File: src/rtl/hawk_pg_reader_if.sv
// hawk_pg_reader_if: page request, AXI4 read channels and page-buffer beat stream
interface hawk_pg_reader_if #(
  parameter int ADDR_WIDTH = 64,
  parameter int DATA_WIDTH = 512,
  parameter int ID_WIDTH = 4,
  parameter int IDX_W = 6
);
  logic req_valid;
  logic req_ready;
  logic [ADDR_WIDTH-1:0] req_addr;
  logic done;
  logic err;
  logic [ID_WIDTH-1:0] m_arid;
  logic [ADDR_WIDTH-1:0] m_araddr;
  logic [7:0] m_arlen;
  logic [2:0] m_arsize;
  logic [1:0] m_arburst;
  logic m_arvalid;
  logic m_arready;
  logic [ID_WIDTH-1:0] m_rid;
  logic [DATA_WIDTH-1:0] m_rdata;
  logic [1:0] m_rresp;
  logic m_rlast;
  logic m_rvalid;
  logic m_rready;
  logic pg_valid;
  logic pg_ready;
  logic [DATA_WIDTH-1:0] pg_data;
  logic [IDX_W-1:0] pg_idx;
  modport master (
    input req_valid, req_addr, m_arready, m_rid, m_rdata, m_rresp, m_rlast, m_rvalid, pg_ready,
    output req_ready, done, err, m_arid, m_araddr, m_arlen, m_arsize, m_arburst, m_arvalid,
    m_rready, pg_valid, pg_data, pg_idx
  );
  modport slave (
    output req_valid, req_addr, m_arready, m_rid, m_rdata, m_rresp, m_rlast, m_rvalid, pg_ready,
    input req_ready, done, err, m_arid, m_araddr, m_arlen, m_arsize, m_arburst, m_arvalid,
    m_rready, pg_valid, pg_data, pg_idx
  );
endinterface

File: src/rtl/hawk_pg_reader.sv
// hawk_pg_reader: fetches one page over AXI4 read as fixed INCR bursts and streams indexed beats to the page buffer
module hawk_pg_reader #(
  parameter int ADDR_WIDTH = 64,
  parameter int DATA_WIDTH = 512,
  parameter int ID_WIDTH = 4,
  parameter int PAGE_SIZE = 4096,
  parameter int BURST_BEATS = 16,
  parameter logic [ID_WIDTH-1:0] RD_ID = '0
) (
  input logic clk_i,
  input logic rst_i,
  hawk_pg_reader_if.master bus
);
  localparam int BPB = DATA_WIDTH / 8;
  localparam int PAGE_BEATS = PAGE_SIZE / BPB;
  localparam int IDX_W = $clog2(PAGE_BEATS);
  localparam int PG_W = $clog2(PAGE_SIZE);
  localparam int SZ_W = $clog2(BPB);
  localparam logic [IDX_W-1:0] BMASK = IDX_W'(BURST_BEATS - 1);
  typedef enum logic [1:0] {IDLE, AR, RD, DONE} state_t;
  state_t state, state_nx;
  logic [ADDR_WIDTH-1:0] base;
  logic [IDX_W-1:0] beat_cnt;
  logic err_q;
  logic rx;
  logic burst_end;
  logic page_end;
  logic unused_ok;
  assign unused_ok = ^{bus.m_rid, bus.req_addr[PG_W-1:0]};
  assign rx = state == RD && bus.m_rvalid && bus.pg_ready;
  // burst and page boundaries come from the page-relative beat count alone; RLAST is only checked
  assign burst_end = (beat_cnt & BMASK) == BMASK;
  assign page_end = &beat_cnt;
  // state register
  always_ff @(posedge clk_i or posedge rst_i)
    if (rst_i) state <= IDLE;
    else state <= state_nx;
  // page base, beat counter and sticky error flag
  always_ff @(posedge clk_i or posedge rst_i)
    if (rst_i) begin
      base <= '0;
      beat_cnt <= '0;
      err_q <= 1'b0;
    end else if (state == IDLE && bus.req_valid) begin
      base <= {bus.req_addr[ADDR_WIDTH-1:PG_W], PG_W'(0)};
      beat_cnt <= '0;
      err_q <= 1'b0;
    end else if (rx) begin
      beat_cnt <= beat_cnt + 1'b1;
      err_q <= err_q | (|bus.m_rresp) | (bus.m_rlast != burst_end);
    end
  // next state and outputs; the burst address tracks beat_cnt, which sits on a burst boundary in AR
  always_comb begin
    state_nx = state;
    if (state == IDLE && bus.req_valid) state_nx = AR;
    if (state == AR && bus.m_arready) state_nx = RD;
    if (rx && burst_end) state_nx = page_end ? DONE : AR;
    if (state == DONE) state_nx = IDLE;
    bus.req_ready = state == IDLE;
    bus.m_arvalid = state == AR;
    bus.m_araddr = base + (ADDR_WIDTH'(beat_cnt) << SZ_W);
    bus.m_arid = RD_ID;
    bus.m_arlen = 8'(BURST_BEATS - 1);
    bus.m_arsize = 3'(SZ_W);
    bus.m_arburst = 2'b01;
    bus.m_rready = state == RD && bus.pg_ready;
    bus.pg_valid = state == RD && bus.m_rvalid;
    bus.pg_data = bus.m_rdata;
    bus.pg_idx = beat_cnt;
    bus.done = state == DONE;
    bus.err = state == DONE && err_q;
  end
endmodule
File: src/flat_wrapper.sv
// flat-port wrapper written by rule: the top's interface ports become plain ports
module hawk_pg_reader_flat 
#(
  parameter int ADDR_WIDTH = 64,
  parameter int DATA_WIDTH = 512,
  parameter int ID_WIDTH = 4,
  parameter int PAGE_SIZE = 4096,
  parameter int BURST_BEATS = 16,
  parameter logic [ID_WIDTH-1:0] RD_ID = '0
)
  (clk_i, rst_i, bus_req_valid, bus_req_addr, bus_m_arready, bus_m_rid, bus_m_rdata, bus_m_rresp, bus_m_rlast, bus_m_rvalid, bus_pg_ready, bus_req_ready, bus_done, bus_err, bus_m_arid, bus_m_araddr, bus_m_arlen, bus_m_arsize, bus_m_arburst, bus_m_arvalid, bus_m_rready, bus_pg_valid, bus_pg_data, bus_pg_idx);
  hawk_pg_reader_if #(.ADDR_WIDTH(ADDR_WIDTH), .DATA_WIDTH(DATA_WIDTH), .ID_WIDTH(ID_WIDTH)) bus_i ();
  input logic clk_i;
  input logic rst_i;
  input wire logic [$bits(bus_i.req_valid)-1:0] bus_req_valid;
  input wire logic [$bits(bus_i.req_addr)-1:0] bus_req_addr;
  input wire logic [$bits(bus_i.m_arready)-1:0] bus_m_arready;
  input wire logic [$bits(bus_i.m_rid)-1:0] bus_m_rid;
  input wire logic [$bits(bus_i.m_rdata)-1:0] bus_m_rdata;
  input wire logic [$bits(bus_i.m_rresp)-1:0] bus_m_rresp;
  input wire logic [$bits(bus_i.m_rlast)-1:0] bus_m_rlast;
  input wire logic [$bits(bus_i.m_rvalid)-1:0] bus_m_rvalid;
  input wire logic [$bits(bus_i.pg_ready)-1:0] bus_pg_ready;
  output wire logic [$bits(bus_i.req_ready)-1:0] bus_req_ready;
  output wire logic [$bits(bus_i.done)-1:0] bus_done;
  output wire logic [$bits(bus_i.err)-1:0] bus_err;
  output wire logic [$bits(bus_i.m_arid)-1:0] bus_m_arid;
  output wire logic [$bits(bus_i.m_araddr)-1:0] bus_m_araddr;
  output wire logic [$bits(bus_i.m_arlen)-1:0] bus_m_arlen;
  output wire logic [$bits(bus_i.m_arsize)-1:0] bus_m_arsize;
  output wire logic [$bits(bus_i.m_arburst)-1:0] bus_m_arburst;
  output wire logic [$bits(bus_i.m_arvalid)-1:0] bus_m_arvalid;
  output wire logic [$bits(bus_i.m_rready)-1:0] bus_m_rready;
  output wire logic [$bits(bus_i.pg_valid)-1:0] bus_pg_valid;
  output wire logic [$bits(bus_i.pg_data)-1:0] bus_pg_data;
  output wire logic [$bits(bus_i.pg_idx)-1:0] bus_pg_idx;
  assign bus_i.req_valid = bus_req_valid;
  assign bus_i.req_addr = bus_req_addr;
  assign bus_i.m_arready = bus_m_arready;
  assign bus_i.m_rid = bus_m_rid;
  assign bus_i.m_rdata = bus_m_rdata;
  assign bus_i.m_rresp = bus_m_rresp;
  assign bus_i.m_rlast = bus_m_rlast;
  assign bus_i.m_rvalid = bus_m_rvalid;
  assign bus_i.pg_ready = bus_pg_ready;
  assign bus_req_ready = bus_i.req_ready;
  assign bus_done = bus_i.done;
  assign bus_err = bus_i.err;
  assign bus_m_arid = bus_i.m_arid;
  assign bus_m_araddr = bus_i.m_araddr;
  assign bus_m_arlen = bus_i.m_arlen;
  assign bus_m_arsize = bus_i.m_arsize;
  assign bus_m_arburst = bus_i.m_arburst;
  assign bus_m_arvalid = bus_i.m_arvalid;
  assign bus_m_rready = bus_i.m_rready;
  assign bus_pg_valid = bus_i.pg_valid;
  assign bus_pg_data = bus_i.pg_data;
  assign bus_pg_idx = bus_i.pg_idx;
  hawk_pg_reader #(.ADDR_WIDTH(ADDR_WIDTH), .DATA_WIDTH(DATA_WIDTH), .ID_WIDTH(ID_WIDTH), .PAGE_SIZE(PAGE_SIZE), .BURST_BEATS(BURST_BEATS), .RD_ID(RD_ID)) u_core (.clk_i(clk_i), .rst_i(rst_i), .bus(bus_i));
endmodule
File: config.mk
export PLATFORM = sky130hd
export DESIGN_NAME = hawk_pg_reader_flat
export DESIGN_NICKNAME = d
export VERILOG_FILES = /design/src/rtl/hawk_pg_reader_if.sv /design/src/rtl/hawk_pg_reader.sv /design/src/flat_wrapper.sv
export SDC_FILE = /design/constraint.sdc
export NUM_CORES = 1
export LEC_CHECK = 0
export CAP_MARGIN = 15
export CELL_PAD_IN_SITES_DETAIL_PLACEMENT = 1
export CELL_PAD_IN_SITES_GLOBAL_PLACEMENT = 1
export CORE_AREA = 4 4 460 462
export CTS_CLUSTER_DIAMETER = 200
export DETAILED_ROUTE_END_ITERATION = 7
export DIE_AREA = 0 0 464 466
export HOLD_SLACK_MARGIN = 0.1
export PLACE_DENSITY_LB_ADDON = 0.1
export REMOVE_ABC_BUFFERS = 1
export SYNTH_ARGS = -nofsm -noshare
export SYNTH_HDL_FRONTEND = slang
export SYNTH_SLANG_ARGS = --single-unit
File: constraint.sdc
create_clock -name clk_i -period 2.7 [get_ports clk_i]
set_input_delay 0.405 -clock clk_i [delete_from_list [all_inputs] [get_ports clk_i]]
set_output_delay 0.405 -clock clk_i [all_outputs]
set_load 0.05 [all_outputs]
==> results of run 1 <==
[cell usage in the layout (no fill, tap or decap), types with 3 or more instances in the layout]
| cell type | instances |
|---|---|
| clkbuf_16 | 9 |
| clkdlybuf4s50_1 | 102 |
| or3_1 | 3 |
| dfrtp_1 | 61 |
| conb_1 | 23 |
| a21oi_1 | 6 |
| nor2_1 | 4 |
| diode_2 | 3 |
| and2_1 | 3 |
| mux2_4 | 3 |
| nor2b_1 | 3 |
| o21ai_0 | 4 |
| mux2_2 | 49 |
| buf_4 | 32 |
| buf_12 | 3 |
[power by group through the flow]
stage | Sequential (W) | Clock [W] | Combinational (W)
global route | 0.00167 | 0.00149 | 0.00418
floorplan | 0.00306 | 0 | 0.000821
global placement | 0.00164 | 0 | 0.00419
finish | 0.00161 | 0.00138 | 0.00408
CTS | 0.00162 | 0.00148 | 0.00420
detailed placement | 0.00163 | 0 | 0.00419
[worst max-delay path: stages, from the launching register on]
cell	delay, ns
dfrtp_1	0.62
and2_1	0.32
clkdlybuf4s50_1	0.86
[logic make-up after synthesis]
group,after synthesis,synth area share
buf+inv,552,0.6349
flops,61,0.2346
xor+xnor,2,0.002692
compound gates,13,0.01154
simple gates,22,0.02000
fa+ha+maj,1,0.001922
other cells,2,0.001154
mux,53,0.09325
[through the flow]
step | total power, W | util
6_report | 0.007072 | 0.03664
5_1_grt | 0.007340 | 0.03660
4_1_cts | 0.007302 | 0.03660
3_5_place_dp | 0.005822 | 0.03514
3_3_place_gp | 0.005827 | 0.03514
2_1_floorplan | 0.003880 | -
[worst min path at each step]
stage,end,slack [ns],cells past startpoint
final,u_core.base[37],0.36,2
after global routing,u_core.base[37],0.43,2
after CTS,u_core.base[37],0.40,2
after detailed placement,u_core.base[24],0.50,1
after global placement,u_core.base[17],0.49,1
after floorplan,u_core.err_q,0.52,2
[layout make-up]
| cell class | count | share of cell area |
|---|---|---|
| antenna | 3 | 0.0009896 |
| clock buffer | 11 | 0.03200 |
| clock inverter | 5 | 0.007752 |
| inverter | 3 | 0.001649 |
| multi-input combinational | 114 | 0.1224 |
| sequential | 61 | 0.2012 |
| tap | 2788 | 0.4598 |
| timing repair buffer | 137 | 0.1742 |
[state kept, by name (all words and copies together) (netlist names)]
name,cells
u_core.state,2
u_core.bus.pg_idx,6
u_core.err_q,1
u_core.base,52
[cells in the mapped netlist]
library cell / instances
a21oi_1: 6
a221oi_1: 1
and2_1: 3
and3_1: 1
buf_2: 5
buf_4: 541
buf_6: 3
conb_1: 2
dfrtp_1: 61
ha_1: 1
inv_1: 3
mux2_2: 49
mux2_4: 3
mux2i_1: 1
nand2_1: 2
nand3_1: 2
nand4b_1: 1
nor2_1: 4
nor2b_1: 3
nor2b_4: 1
nor3_1: 1
o21ai_0: 4
o31a_1: 1
o31ai_1: 1
or3_1: 3
or4_1: 1
xor2_1: 2
[routing by layer]
layer	up-vias	global-route usage	wire, um
li1	884	-	-
met1	1865	0.03406	16450
met2	2162	0.5312	165700
met3	204	0.4645	106900
met4	76	0.1855	27150
met5	-	0.1943	5807
==> impl_results.md, run 1 <==
- Post-Syn Area per Cell: 9.217 sq um
- Max capacitance violation total: 0
- Clock Latency Late Sink: 0.40 ns
- Tcrit/Tclk final: 0.9687
- P_leak: 1.833 nW
- Wire per inst: 103.2 um
- CTS Hold Bufs: 0
- FP Rows: 167
- Worst Setup EP: bus_done
- R2r endpoint: u_core.bus.pg_idx[5]
- Final hold viol count: 0
- RSZ-0062 raised after global routing: no
- Crit path from: u_core.state[0]
- Outcome: complete, no violations
- Worst-Margin Slew: 0.8570 ns
- Fillers: 24.61k
- Worst slack at placement: 0.4329 ns
- CP max FO: 9
- Register bit total from synthesis: 61
- Arrival @ worst endpoint: 2.21 ns
- R2R Setup Slk: 0.75 ns
- Setup ws final: 0.08454 ns
- Dpl cell area: 7277 sq um
- Reg power frac: 0.227
- # placed instances: 3103
- Gr ovfl total: 0
- TritonCTS Buffers: 9
- Sequential area share after synthesis: 0.2346
- Share of layout cells above drive strength 1: 0.3142
- Detailed-route via count: 5191
- Yosys top cell by area: buf_4
- Reg2reg path depth: 3
- H-tree levels: 3
- Die Ht: 466 um
- Critical path endpoint category: output pin
- Slew Limit Fails: 0
- HP Class: in -> async
- Multi-input gate area: 928.4 sq um
- Vias/cell: 1.663
- Cell Int Power: 0.003336 W
- CTS sink count: 61
- Post-CTS Setup Inserts: 0
- Core Footprint: 207100 sq um
- Startpoint class of the critical path: register
- Top-area cell type share of the netlist area: 0.6241
- Initial Util: 0.03143
- First-pass GRT wire length: 333000 um
- Setup TNS: 0 ns
- Final setup vio count: 0
- Num ports: 1194
- Max-Slew Margin vs Limit: 0.4269
- Area Overhead vs Synth: 16.57%
- Worst path required time: 2.30 ns
- Hold slack: 0.3641 ns
- Die Wd: 464 um
- Synth warnings: 0
- Max VDD drop: 0.3192 mV
- Crit path kind: reg -> out
- Die ar.: 216200 sq um
- Remaining DRCs: 0
- Switching Share: 0.5282
- Initial antenna violation count: 12
- HPWL after DPL: 315500 um
- Mapped Area: 6507 sq um
- Critical R2R Launch: u_core.state[0]
- Clock share of power: 0.195
- Largest cells by area after synthesis: buf_4 62%, dfrtp_1 23%, mux2_2 8.5%
- Unique masters post-synth: 27
- CTS tree: built
- Total Wirelength: 322000 um
- Non-Filler Instances: 3122
- Clock root buffer: clkbuf_16
- Bufs on Longest Clock Path: 2
- Vias in the first global route: 3968
- Number of buffers inserted by port buffering: 130
- Combinational share of power: 0.577
- Routability congestion estimate: 1.288
- Fmax: 382.3 MHz
- Initial DRC Count: 594
- PwrDens: 932.2 nW/um^2
- Design Area, Final: 7586 sq um
- Fin crit period: 2.615 ns
- DR pass1 iterations: 4
- Cells after Synth: 706
- Seq. cell area: 1526 sq um
- Switching Power: 0.003735 W
- GRT Util Overall: 0.2881
- Worst Skew: 0.01595 ns
- Final net count: 916
- Antenna-violating nets left: 0
- Clock transition at the registers of the reported paths: 0.08 ns
- Largest net degree at the start of global routing: 45
- Post_cts resized: 0
Power figures use the tool's default switching activity.
==> run 2: changes to the inputs <==
--- a/config.mk
+++ b/config.mk
@@ -5,7 +5,7 @@
 export SDC_FILE = /design/constraint.sdc
 export NUM_CORES = 1
 export LEC_CHECK = 0
-export CAP_MARGIN = 15
+export CAP_MARGIN = 40
 export CELL_PAD_IN_SITES_DETAIL_PLACEMENT = 1
 export CELL_PAD_IN_SITES_GLOBAL_PLACEMENT = 1
 export CORE_AREA = 4 4 460 462
==> results of run 2 <==
Final layout, timing and power as in run 1 (identical DEF).
